[src/rtl/rr_decode_arbiter.sv]
// rr_decode_arbiter
//   Round-robin arbiter that hands one 8-way decoded resource to one of 8
//   requesters at a time. The winner's index is registered as a 3-bit select
//   and mirrored as a one-hot grant for the downstream decode/enable logic.
//
// Parameters
//   HOLD_MAX  maximum grant tenure in cycles; 0 = unlimited
//   CW        tenure counter width, 2**CW > HOLD_MAX
//
// Ports
//   clk        rising-edge clock
//   rst        synchronous active-high reset
//   lock       (ARB_LOCK_EN only) suppresses tenure-expiry release while high
//   req[7:0]   request vector, bit i held by requester i until done
//   gnt[7:0]   registered one-hot grant, zero when idle
//   gnt_valid  high while a grant is active (OR of gnt)
//   sel[2:0]   index of current owner; holds last owner when idle
//   timeout    one-cycle pulse when a tenure ended by HOLD_MAX expiry
//
// Optional feature macro: ARB_LOCK_EN (adds the lock input).
module rr_decode_arbiter #(
    parameter int unsigned HOLD_MAX = 16,
    parameter int unsigned CW       = 5
) (
    input  logic       clk,
    input  logic       rst,
`ifdef ARB_LOCK_EN
    input  logic       lock,
`endif
    input  logic [7:0] req,
    output logic [7:0] gnt,
    output logic       gnt_valid,
    output logic [2:0] sel,
    output logic       timeout
);

    typedef enum logic {IDLE = 1'b0, BUSY = 1'b1} state_t;

    localparam logic [CW-1:0] HOLD_C  = CW'(HOLD_MAX);
    localparam logic [CW-1:0] CNT_MAX = '1;

    state_t        state_q, state_d;
    logic [7:0]    gnt_q, gnt_d;
    logic [2:0]    sel_q, sel_d;
    logic [2:0]    ptr_q, ptr_d;
    logic [CW-1:0] tenure_q, tenure_d;
    logic          timeout_q, timeout_d;

    logic          found;
    logic [2:0]    win;
    logic [2:0]    idx;
    logic          lock_hold;
    logic          hold_expire;
    logic          rel_a;
    logic          rel_b;

`ifdef ARB_LOCK_EN
    assign lock_hold = lock;
`else
    assign lock_hold = 1'b0;
`endif

    // First set request scanning upward from ptr; 3-bit index wraps 7 -> 0.
    always_comb begin
        found = 1'b0;
        win   = ptr_q;
        idx   = ptr_q;
        for (int i = 0; i < 8; i++) begin
            idx = ptr_q + 3'(i);
            if (!found && req[idx]) begin
                found = 1'b1;
                win   = idx;
            end
        end
    end

    assign hold_expire = (HOLD_MAX != 0) && (tenure_q == HOLD_C);
    assign rel_a       = !req[sel_q];
    assign rel_b       = hold_expire && !lock_hold;

    always_comb begin
        state_d   = state_q;
        gnt_d     = gnt_q;
        sel_d     = sel_q;
        ptr_d     = ptr_q;
        tenure_d  = tenure_q;
        timeout_d = 1'b0;
        case (state_q)
            IDLE: begin
                if (found) begin
                    state_d  = BUSY;
                    sel_d    = win;
                    gnt_d    = 8'd1 << win;
                    tenure_d = CW'(1);
                end
            end
            BUSY: begin
                if (rel_a || rel_b) begin
                    state_d   = IDLE;
                    gnt_d     = 8'd0;
                    ptr_d     = sel_q + 3'd1;
                    tenure_d  = '0;
                    // Owner dropping its request wins over a coincident expiry.
                    timeout_d = !rel_a;
                end else if (tenure_q != CNT_MAX && !hold_expire) begin
                    // Saturate: at CNT_MAX when unlimited, at HOLD_MAX when locked.
                    tenure_d = tenure_q + CW'(1);
                end
            end
            default: state_d = IDLE;
        endcase
    end

    always_ff @(posedge clk) begin
        if (rst) begin
            state_q   <= IDLE;
            gnt_q     <= 8'd0;
            sel_q     <= 3'd0;
            ptr_q     <= 3'd0;
            tenure_q  <= '0;
            timeout_q <= 1'b0;
        end else begin
            state_q   <= state_d;
            gnt_q     <= gnt_d;
            sel_q     <= sel_d;
            ptr_q     <= ptr_d;
            tenure_q  <= tenure_d;
            timeout_q <= timeout_d;
        end
    end

    assign gnt       = gnt_q;
    assign gnt_valid = |gnt_q;
    assign sel       = sel_q;
    assign timeout   = timeout_q;

endmodule

[config.mk]
export PLATFORM = sky130hd
export DESIGN_NAME = rr_decode_arbiter
export DESIGN_NICKNAME = d
export VERILOG_FILES = /design/src/rtl/rr_decode_arbiter.sv
export SDC_FILE = /design/constraint.sdc
export NUM_CORES = 1
export LEC_CHECK = 0
export BUFFER_PORTS_ARGS = -buffer_cell sky130_fd_sc_hd__buf_2
export CORE_MARGIN = 8
export CORE_UTILIZATION = 35
export CTS_BUF_LIST = sky130_fd_sc_hd__clkbuf_8
export DETAILED_ROUTE_END_ITERATION = 10
export PLACE_DENSITY = 0.57
export SYNTH_ARGS = -nofsm -noshare
export SYNTH_HDL_FRONTEND = slang
export SYNTH_SLANG_ARGS = --single-unit
[constraint.sdc]
create_clock -name clk -period 10 [get_ports clk]
set_input_delay 2.5 -clock clk [delete_from_list [all_inputs] [get_ports clk]]
set_output_delay 2.5 -clock clk [all_outputs]
set_load 0.02 [all_outputs]
==> impl_metrics.yaml <==
clocking:
  path_clk_slew_ps: 70
  cts_setup_buffers: 0
  cts_tree: "done"
  clock_sinks: 21
  cts_buffers: 3
  ctsResizeCount: 0
  clk_latency_ps: 260
  h-tree-depth: 1
  root_buffer: "clkbuf_8"
  cts_hold_buf: 0
  clk_path_buf_depth: 2
final_layout:
  final_cell_area_um2: 2050
  fin_util_pct: 40.1
  area_growth_pct: 10.5
  drive_gt1_share_pct: 23.2
  layout_common_cells: "22 x buf_2, 21 x dfxtp_1, 20 x nor2_1"
  n_fill_cell: 536
  final_nets: 237
  final_common_cell: "buf_2"
  diodes: 0
  finalNonFillerCells: 290
yosys:
  synthArstFlopShare_pct: 0
  syn_inst: 203
  seq_area_frac_synth_pct: 22.7
  synth_area_um2: 1850
  ys_ff_latch: 21
  synth_edf_count: 0
  synth_ff_type: "dfxtp_1"
  synth_area_leaders: "dfxtp_1 23%, mux4_2 13%, mux2i_1 4.9%, ha_1 4.0%, nor2_1 4.0%"
  syn-num-nets: 219
  yosysWarnings: 0
  synth_top_area_share_pct: 22.7
  synth_area_leader_cell: "dfxtp_1"
  syn_area_per_cell_um2: 9.13
  synth_cell_types: 55
timing:
  setup_viol: 0
  worst_pin_slew_ps: 797
  hold_viol: 0
  fin_skew_ps: 4.20
  tns_ps: 0
  fin_crit_sh_pct: 47.8
  rsz0062_at_grt: "false"
  max_slew_margin_pct: 46.8
  period_needed_ps: 4780
  whs_ps: 482
  fmax_mhz: 209
  report.final.slew_viol_count: 0
floorplan:
  die_x_um: 88.8
  ios: 23
  initial_core_util_pct: 36.3
  core_um2: 5110
  die_h_um: 88.8
  fp-row-count: 26
  dieArea_um2: 7880
setup_path:
  critPathLaunchType: "primary input"
  cp_data_arrival_time_ps: 4970
  critPathMaxFanout: 7
  end_kind: "flop"
  crit_type: "primary input to flop"
  r2r_cells: 10
  crit_path_start: "req[3]"
  required_ps: 10190
  r2r-start: "ptr_q[0]"
  r2r_slack_ps: 5700
power:
  peakVddDrop_mv: 0.100
  p_leak_uw: 0.000775
  powerDensity_nw_per_um2: 244
routing:
  avgViaCountPerCell: 5.59
  wl_mm: 4.48
  route.vias.total: 1622
  drc: 0
  firstDrtPassIters: 4
  ant_nets: 0
  initialDrtViolationCount: 72
  avgRoutedWirePerCell_um: 15.5
place:
  gp_congestion: 0.857
  numPlacedInstances: 286
  place_hpwl_mm: 3.49
  place_area_um2: 2000
  port_buffers: 22
worst_hold_path:
  min_path_cells: 1
  min_from: "gnt[5]"
  min_path_type: "flop to flop"
status:
  status: "finished clean"
grt:
  grt_pass1_vias: 1504
  grt_max_degree: 18
  grt_pass1_wl_mm: 7.45
  antenna_found_initial: 0
  grtUsageTotal_pct: 11.7
  grt_remaining_overflow: 0
job:
  cap_viol_max_count: 0
## area by class of cell
| type | instances | area (um^2) | area share (%) |
|---|---|---|---|
| tap | 70 | 87.6 | 4.27 |
| sequential | 21 | 420 | 20.5 |
| multi-input combinational | 165 | 1360 | 66.2 |
| timing repair buffer | 22 | 110 | 5.37 |
| clock inverter | 1 | 3.75 | 0.183 |
| clock buffer | 3 | 41.3 | 2.01 |
| inverter | 8 | 30.0 | 1.47 |
## worst max-delay path: stages
cell and delay, ps:
buf_2 130, mux4_2 480, mux2_4 330, and2_4 170, o21bai_2 120, or3b_1 380
a22o_1 260, or4_4 450, o2bb2ai_1 160
## where the power goes
part           switching, uW  internal, uW  total (uW)
Combinational            176           140         316
Sequential              29.7           101         131
Clock                   26.7          27.3        54.1
Total                    233           268         501
## worst paths after layout
kind / to
worst min register to register: gnt[5]
worst max register to register: gnt[6]
worst max-delay path: gnt[6]
worst min-delay path: gnt[5]
## flip-flops by register name (all words and copies together), names as in the netlist
signal and count:
state_q 1, ptr_q 3, tenure_q 5, sel 3
timeout 1, gnt 8
## per-layer routing
metal | vias up | GRT usage, % | wire (um)
met5 | - | 0 | 0
met4 | 0 | 2.30 | 39
met3 | 4 | 2.04 | 153
met2 | 23 | 18.9 | 2170
met1 | 784 | 15.9 | 2120
li1 | 811 | - | -
## cell families (layout without fill, tap and decap cells)
logic type               count (synthesis)  count (layout)  synth area share (%)
multiplexers                            25              25                  21.6
AO/OA/AOI/OAI                           56              56                  23.3
XOR/XNOR                                 7               7                  3.31
adder cells (fa/ha/maj)                  6               6                  4.05
buffers and inverters                   17              34                  4.18
AND/OR/NAND/NOR                         71              71                  20.9
flip-flops                              21              21                  22.7
## Yosys cell counts, types with 5 or more instances
master	instances
a211oi_1	6
a21oi_1	11
clkbuf_1	5
dfxtp_1	21
ha_1	6
inv_1	8
mux2i_1	9
mux4_2	11
nand2_1	14
nand2b_1	8
nor2_1	20
o21ai_0	7
o2bb2ai_1	8
xnor2_1	5
## through the flow
step	setup WS [ps]	total power, uW
floorplan	5290	381
global placement	4980	451
detailed placement	4960	449
CTS	5230	505
global route	5090	543
finish	5220	501
No activity file was read; power rests on OpenSTA's default activity.
